File: config.mk
export PLATFORM = sky130hd
export DESIGN_NAME = mips_mem_if
export DESIGN_NICKNAME = d
export VERILOG_FILES = /design/src/rtl/mips_mem_if.sv
export SDC_FILE = /design/constraint.sdc
export NUM_CORES = 1
export LEC_CHECK = 0
export ABC_CLOCK_PERIOD_IN_PS = 1500
export CAP_MARGIN = 15
export CORE_MARGIN = 2
export CORE_UTILIZATION = 40
export DETAILED_ROUTE_END_ITERATION = 16
export GPL_TIMING_DRIVEN = 0
export PLACE_DENSITY = 0.79
export SYNTH_ARGS = -nofsm -noshare
export SYNTH_HDL_FRONTEND = slang
export SYNTH_SLANG_ARGS = --single-unit
export TNS_END_PERCENT = 20
File: constraint.sdc
create_clock -name clk -period 1.5 [get_ports clk]
set_input_delay 0.3 -clock clk [delete_from_list [all_inputs] [get_ports clk]]
set_output_delay 0.3 -clock clk [all_outputs]
set_load 0.03 [all_outputs]
File: src/rtl/mips_mem_if.sv
// mips_mem_if: memory port unit between the multi-cycle MIPS core and a variable-latency memory.
// Latches one core access, runs a req/ack handshake with wait-state counting and timeout,
// and returns read data together with core_stall/core_done.
// Parameters: DATA_W, ADDR_W bus widths; MIN_LAT wait cycles before an ack is honoured;
//   TIMEOUT wait cycles without a valid ack before the access is aborted (> MIN_LAT).
// Ports:
//   clk, rst                         clock and synchronous active-high reset
//   core_rd, core_wr                 access request from the controller (sampled in IDLE)
//   core_adr, core_wdata             byte address and write data from the datapath
//   core_rdata                       registered read data to the datapath
//   core_stall, core_done            hold request to the core / one-cycle completion pulse
//   mem_req, mem_we                  memory request and direction (1 = write)
//   mem_adr, mem_wdata               latched address and write data
//   mem_rdata, mem_ack               memory read data and completion strobe
//   err                              one-cycle pulse on timeout or rejected misaligned access
// Optional feature: define MIPS_MEM_IF_ALIGN_CHK_EN to reject requests with core_adr[1:0] != 0.
module mips_mem_if #(
    parameter int DATA_W  = 32,
    parameter int ADDR_W  = 32,
    parameter int MIN_LAT = 0,
    parameter int TIMEOUT = 15
) (
    input  logic              clk,
    input  logic              rst,
    input  logic              core_rd,
    input  logic              core_wr,
    input  logic [ADDR_W-1:0] core_adr,
    input  logic [DATA_W-1:0] core_wdata,
    output logic [DATA_W-1:0] core_rdata,
    output logic              core_stall,
    output logic              core_done,
    output logic              mem_req,
    output logic              mem_we,
    output logic [ADDR_W-1:0] mem_adr,
    output logic [DATA_W-1:0] mem_wdata,
    input  logic [DATA_W-1:0] mem_rdata,
    input  logic              mem_ack,
    output logic              err
);
    localparam int CW = $clog2(TIMEOUT + 1);
    localparam logic [CW-1:0] TO_C = CW'(TIMEOUT);
    typedef enum logic [1:0] {IDLE, WAIT, DONE} state_t;
    state_t state;
    logic [CW-1:0] cnt;
    logic req_any;
    logic misalign;
    logic lat_ok;
    assign req_any = core_rd | core_wr;
`ifdef MIPS_MEM_IF_ALIGN_CHK_EN
    assign misalign = core_adr[1:0] != 2'b00;
`else
    assign misalign = 1'b0;
`endif
    // With no minimum latency every ack is valid; avoids an always-true compare.
    if (MIN_LAT == 0) begin : g_nolat
        assign lat_ok = 1'b1;
    end else begin : g_lat
        assign lat_ok = cnt >= CW'(MIN_LAT);
    end
    // Gated by rst so every output reads 0 while reset is held with a pending request.
    assign core_stall = !rst && ((state == IDLE && req_any) || state == WAIT);
    always_ff @(posedge clk) begin
        if (rst) begin
            state      <= IDLE;
            cnt        <= '0;
            core_rdata <= '0;
            core_done  <= 1'b0;
            mem_req    <= 1'b0;
            mem_we     <= 1'b0;
            mem_adr    <= '0;
            mem_wdata  <= '0;
            err        <= 1'b0;
        end else begin
            core_done <= 1'b0;
            err       <= 1'b0;
            case (state)
                IDLE: begin
                    if (req_any && misalign) begin
                        err <= 1'b1;
                    end else if (req_any) begin
                        mem_adr   <= core_adr;
                        mem_wdata <= core_wdata;
                        mem_we    <= core_wr;
                        mem_req   <= 1'b1;
                        cnt       <= '0;
                        state     <= WAIT;
                    end
                end
                WAIT: begin
                    if (cnt != TO_C) cnt <= cnt + 1'b1;
                    if (mem_ack && lat_ok) begin
                        if (!mem_we) core_rdata <= mem_rdata;
                        mem_req   <= 1'b0;
                        core_done <= 1'b1;
                        state     <= DONE;
                    end else if (cnt == TO_C) begin
                        mem_req <= 1'b0;
                        err     <= 1'b1;
                        state   <= IDLE;
                    end
                end
                default: state <= IDLE;
            endcase
        end
    end
endmodule

==> out/summary.txt <==
synthesized area - 4010 um^2
initial antenna violation count - 0
YS warnings - 0
Worst Path Required - 1200 ps
leading area contributor after synthesis - dfxtp_1
CP arrival - 1250 ps
Antenna Violating Nets Remaining - 0
Mapped Cells - 484
I/O Buffers - 200
Final Hold Fails - 0
TritonCTS Buffers - 9
first-pass GRT wire length - 21100 um
Main synth FF type - dfxtp_1
DIE WIDTH - 104 um
Worst Setup End Kind - output port
pre-CTS WS - -979 ps
worst setup path class - reg2out
Ports - 202
post-synth top area share - 52.9%
Clock Tree Buf Depth - 2
failing checks - negative setup slack
Compound-Gate Fraction of Synth Area - 22.6%
full die area - 10800 um^2
DP Wirelength - 9940 um
RD Place Congestion - 0.825
Relative slew margins - 63.1%
Power Total - 6320 uW
GRT Total Usage - 23.9%
asr flop ratio synth - 0%
VDD IR max - 0.465 mV
HP Class - in2reg
outcome - finished, violations left
commonest cells in the netlist - 106 x dfxtp_1, 103 x a21oi_1, 68 x nand3_1
fin. max-slew vios - 0
WL/cell - 15.9 um
slack of the critical path - -54.3 ps
largest family of logic cells by synthesized area - compound AO/OA/AOI/OAI gates
synthesis-to-finish area growth - 61.1%
Critical Path Source Type - flop
Die Span Y - 104 um
layout cells sized above 1 - 11.5%
worst-margin pin slew - 554 ps
worst reg-to-reg setup slack - 30 ps
core footprint - 9770 um^2
leak pwr - 0.00277 uW
most common cell in the synthesized netlist - dfxtp_1
Mapped Nets - 586
CTS Sinks - 106
Initial Util - 41.0%
maximum fanout along the worst path - 5
top cells by area, synth - dfxtp_1 53%, a21oi_1 13%, nand3_1 8.5%
post-synthesis mux area share - 0%
post-synthesis cell type count - 31
1st-iter DRT viols - 213
H-tree levels - 3
FP Rows - 36
final worst-path cycle share - 104%
Avg Cell Area, Syn - 8.29 um^2
Clock Latency Late Sink - 360 ps
Worst-path clk slew - 90 ps
number of global-route vias before repair - 4345
CTS tree - yes
first drt pass iteration count - 5
Max-Cap Viols - 0
DRC - 0
flops & latches, synth - 106
post-synthesis xor/xnor area fraction - 0%
DR vias/cell - 5.23
Fmax achieved - 643 MHz
grt ovf - 0
Root Driver - clkbuf_8
Synth Area in Simple Gates - 17.4%
Post-synth EDFFs - 0
pin count of the biggest net entering global routing - 15
final net count - 805
RSZ-0062 raised after global routing - yes
Min Clock Period, post-route - 1550 ps
register area share after synthesis - 52.9%
Clock Skew - 8.55 ps
Setup violations, final - 1
cell area power density - 977 nW/um^2
routed wire length - 13400 um
ANT cells - 0
Adder-Cell Fraction of Synth Area - 0.312%
via count - 4386
[path summary, 6_finish.rpt]
kind,cells past startpoint,to,startpoint
min,3,mem_we,core_wr
max reg2reg,7,mem_adr[20],state[0]
max,4,core_stall,state[1]
min reg2reg,2,core_rdata[22],core_rdata[22]
[power by group]
part / switching (uW) / total [uW] / internal (uW) / leakage, uW
registers: 98.6 / 3100 / 3000 / 0.000871
logic: 971 / 1690 / 723 / 0.00183
clock network: 885 / 1520 / 637 / 0.0000766
total: 1950 / 6320 / 4360 / 0.00277
[worst max-delay path, cell delays in order, from the launching register on]
cell and delay, ps:
dfxtp_4 360, nand2b_4 150, buf_8 130, a21oi_4 110
buf_6 140
[placed cells by master, fill, tap and decap left out, types with 11 or more instances in the layout]
master / instances
buf_2: 16
a21oi_1: 99
dlygate4sd2_1: 98
nand2_1: 65
clkbuf_1: 19
nand3_1: 68
clkdlybuf4s50_1: 96
dfxtp_1: 104
o21ai_0: 17
buf_4: 11
o21ai_1: 40
[area by class of cell]
class,instances,area (um^2)
clock buffers,14,153
inverters,1,3.75
flip-flops and latches,106,2130
well taps,133,166
fillers,906,3310
repair buffers,211,2000
multi-input cells,327,1710
plain buffers,47,294
[flip-flops by register name, summed over array words and instances, names as in the netlist]
signal      cells
mem_we          1
mem_wdata      32
core_done       1
mem_req         1
mem_adr        32
core_rdata     32
err             1
cnt             4
state           2
[metrics by stage]
step	util (%)	std cells	hold slack (ps)	TNS, ps	area (um^2)
2_1_floorplan	-	484	378	0	4020
3_3_place_gp	63.3	817	442	-24900	6180
3_5_place_dp	63.3	817	447	-27530	6180
4_1_cts	63.9	832	457	-219	6240
5_1_grt	66.1	839	285	-228	6460
6_report	66.1	839	254	-54.3	6460
[logic make-up after synthesis]
kind of cell / Yosys count
buffers and inverters: 51
DFF: 106
adders and majority gates: 1
and+or+nand+nor: 149
AOI/OAI and AO/OA: 177
[per-layer routing]
| metal | routed length (um) | vias to the layer above | GRT usage (%) |
|---|---|---|---|
| li1 | - | 2120 | - |
| met1 | 5330 | 2039 | 27.2 |
| met2 | 6440 | 194 | 40.6 |
| met3 | 1200 | 33 | 9.15 |
| met4 | 380 | 0 | 8.78 |
| met5 | 0 | - | 0 |
[what timing repair did]
item	in CTS	in global routing
setup endpoints to repair	101	47
resized for setup	116	86
pin swaps	3	7
cloned	0	2
hold buffers	0	0
setup buffers	2	7
Note: power is estimated with default switching activity, not from simulation.
==> RTL change 1 (config.mk and constraints unchanged) <==
Change the parameter `ADDR_W` from 32 to 64.
--- a/src/rtl/mips_mem_if.sv
+++ b/src/rtl/mips_mem_if.sv
@@ -17,5 +17,5 @@
 module mips_mem_if #(
     parameter int DATA_W  = 32,
-    parameter int ADDR_W  = 32,
+    parameter int ADDR_W  = 64,
     parameter int MIN_LAT = 0,
     parameter int TIMEOUT = 15
Interface: changed (resized core_adr and mem_adr); port bits go from 202 to 266. The function was not compared with the original's and may differ.
==> RTL change 1 against the unedited design <==
The run still ends with setup timing left; count of clock-buffer cells in the layout is 9 higher; cell area grew 32%; synthesized area is 29% higher; die area is 28% higher; maximum frequency fell by 7.9%; wire length rose by 33%; critical path depth is 1 higher; setup slack lost 0.13 ns; sequential cell count increased by 32; utilization rose by 1.6 points; global-route usage up 1.6 points; power is 63% higher; register-to-register slack better by 0.03 ns; clock power rose to 2.7 times the old value.
==> RTL change 1: results (changes against the unedited design) <==
status: "finished, violations left"  # unchanged
violations: "setup timing"  # unchanged
synth.avg_cell_area_um2: 8.22  # was 8.29 µm²
clkbuf_count: 23  # was 14
p_leak_nw: 3.63  # was 2.77 nW
numCtsBuffers: 17  # was 9
setup_viol: 1  # unchanged
seq_area_frac_synth_pct: 53.5  # was 52.9%
buffers: 335  # was 258
setup_ws_ns: -0.187  # was -0.0543 ns
track_usage_pct: 25.4  # was 23.9%
first_pass_iters: 4  # was 5
drt_iter0_drc: 369  # was 213
synthTopCellsByArea: "dfxtp_1 53%, a21oi_1 13%, nand3_1 9.7%"  # was dfxtp_1 53%, a21oi_1 13%, nand3_1 8.5%
holdPathStages: 2  # was 3
multi_input_area_share_pct: 24.8  # was 26.5%
drive_gt1_share_pct: 8.51  # was 11.5%
ys_top_cells_by_count: "138 x dfxtp_1, 135 x a21oi_1, 100 x nand3_1, 98 x o21ai_0, 66 x nand2_1"  # was 106 x dfxtp_1, 103 x a21oi_1, 68 x nand3_1, 66 x nand2_1, 56 x o21ai_0
multi_input_gates: 423  # was 327
vias: 5690  # was 4,386
std_cell_rows: 41  # was 36
grt_max_degree: 17  # was 15
portBuffers: 264  # was 200
final-nonclk-buf-share_pct: 33.4  # was 35.6%
rr_endpoint: "mem_wdata[25]$_SDFFE_PP0P_"  # was mem_adr[20]$_SDFFE_PP0P_
place_area_um2: 8030  # was 6180 µm²
dpl.cell_count: 1064  # was 817
grt_pass1_wl_mm: 28.3  # was 21.1 mm
-- RTL change 1: report_power, final --
part           internal, mW  switching [mW]
registers              3.93           0.118
logic                 0.859            1.27
clock network          2.60            1.49
-- RTL change 1: layer usage --
layer	track usage, %	vias up	part of all wire [%]
met3	8.53	23	7.4
met2	42.6	203	48
li1	-	2789	-
met4	9.56	0	1.8
met5	0	-	0
met1	30.1	2675	42
-- RTL change 1: cells by family after synthesis --
family / Yosys count / synth area share, %
flip-flops: 138 / 53.5
AND/OR/NAND/NOR: 181 / 16.6
buffers and inverters: 67 / 5.96
AO/OA/AOI/OAI: 241 / 23.7
adder cells (fa/ha/maj): 1 / 0.242
-- RTL change 1: worst max-delay path by stage --
stage | slack [ns] | to
3_3_place_gp | -1.09 | core_stall
6_report | -0.19 | core_stall
3_5_place_dp | -1.09 | core_stall
5_1_grt | -0.25 | core_stall
4_1_cts | -0.27 | core_stall
2_1_floorplan | 0.05 | core_stall
==> RTL change 2 (same settings) <==
Made on the original files. Put one more register stage on the output `err`, without a reset. The value now appears one clock later. The other outputs are not delayed to match. Comments in the files are not updated.
--- a/src/rtl/mips_mem_if.sv
+++ b/src/rtl/mips_mem_if.sv
@@ -41,4 +41,6 @@
     localparam logic [CW-1:0] TO_C = CW'(TIMEOUT);
     typedef enum logic [1:0] {IDLE, WAIT, DONE} state_t;
+
+    logic err_s0;
     state_t state;
     logic [CW-1:0] cnt;
@@ -70,12 +72,12 @@
             mem_adr    <= '0;
             mem_wdata  <= '0;
-            err        <= 1'b0;
+            err_s0     <= 1'b0;
         end else begin
             core_done <= 1'b0;
-            err       <= 1'b0;
+            err_s0    <= 1'b0;
             case (state)
                 IDLE: begin
                     if (req_any && misalign) begin
-                        err <= 1'b1;
+                        err_s0 <= 1'b1;
                     end else if (req_any) begin
                         mem_adr   <= core_adr;
@@ -96,5 +98,5 @@
                     end else if (cnt == TO_C) begin
                         mem_req <= 1'b0;
-                        err     <= 1'b1;
+                        err_s0  <= 1'b1;
                         state   <= IDLE;
                     end
@@ -104,4 +106,8 @@
         end
     end
+    always_ff @(posedge clk) begin
+        err <= err_s0;
+    end
+
 endmodule
 
Formal check against the unedited RTL: same outputs for any inputs over 10 cycles, from zero or initial values and one cycle with rst high; that may be too few to reach the edited logic, so the function may still have changed.
==> RTL change 2 against the unedited design <==
The flow still finishes with violations (setup timing); setup slack got worse by 0.053 ns; combinational power fell by 5%; cell area fell by 1.0%; utilization fell by 0.68 points; wire length fell by 2.6%; power rose by 3.2%; synthesized area rose by 0.50%; worst hold slack improved by 0.065 ns; sequential cell count rose by 1; critical path type unchanged; critical endpoint unchanged; largest cell class unchanged.
==> RTL change 2: results (changes against the unedited design) <==
dr_wl_met3_mm: 1.32  # was 1.20 mm
cts.repair.resized: 117  # was 116
vias: 4358  # was 4,386
setup_ws_ns: -0.107  # was -0.0543 ns
p_clk_mw: 1.79  # was 1.52 mW
whs_ns: 0.319  # was 0.254 ns
dpl.cell_count: 818  # was 817
synthTopCellsByArea: "dfxtp_1 53%, a21oi_1 13%, nand3_1 8.4%"  # was dfxtp_1 53%, a21oi_1 13%, nand3_1 8.5%
place_area_um2: 6200  # was 6180 µm²
fill_cells: 890  # was 906
holdPathStages: 2  # was 3
synthCells: 485  # was 484
wl_met2_mm: 6.22  # was 6.44 mm
grt_max_degree: 18  # was 15
path_max_fanout: 6  # was 5
p_int_mw: 4.52  # was 4.36 mW
ir_drop_v: 0.000500  # was 0.000465 V
drive_gt1_share_pct: 9.92  # was 11.5%
post_cts_buffers: 0  # was 2
violations: "setup timing"  # unchanged
ys_top_cells_by_count: "107 x dfxtp_1, 103 x a21oi_1, 68 x nand3_1, 66 x nand2_1, 56 x o21ai_0"  # was 106 x dfxtp_1, 103 x a21oi_1, 68 x nand3_1, 66 x nand2_1, 56 x o21ai_0
syn2layout_area_growth_pct: 58.7  # was 61.1%
dpl.hpwl_mm: 9.78  # was 9.94 mm
rr_endpoint: "state[0]$_SDFFE_PP0P_"  # was mem_adr[20]$_SDFFE_PP0P_
status: "finished, violations left"  # unchanged
fin_skew_ns: 0.0118  # was 0.00855 ns
reg2reg_depth: 4  # was 7
dp_slack_ns: -0.982  # was -0.979 ns
setup_viol: 1  # unchanged
tightest_slew_ns: 0.614  # was 0.554 ns
==> RTL change 2: cell count changes in the layout (fill, tap and decap cells not counted), moves of 3 or more <==
cell	change
a21oi_1	+3
dlygate4sd2_1	+3
clkbuf_2	+3
buf_4	-4
a21oi_2	-3
o21ai_1	-30
o21ai_0	+39
clkbuf_4	-3
o21ai_2	-8
==> RTL change 2: cell type report <==
class	instances	share of cell area, %
sequential	107	33.6
inverter	1	0.0587
tap	133	2.60
timing repair buffer	206	30.0
clock buffer	11	2.21
clock inverter	5	0.978
multi-input combinational	327	25.9
buffer	49	4.60
==> RTL change 2: per-layer routing <==
layer / up-vias / track usage [%]
met3: 20 / 8.96
met5: - / 0
met4: 0 / 7.24
met2: 190 / 38.8
li1: 2125 / -
met1: 2023 / 27.8
==> RTL change 2: logic make-up after synthesis <==
logic type      synth area share, %
buf+inv                        6.80
fa+ha+maj                     0.310
compound gates                 22.5
flops                          53.1
simple gates                   17.3
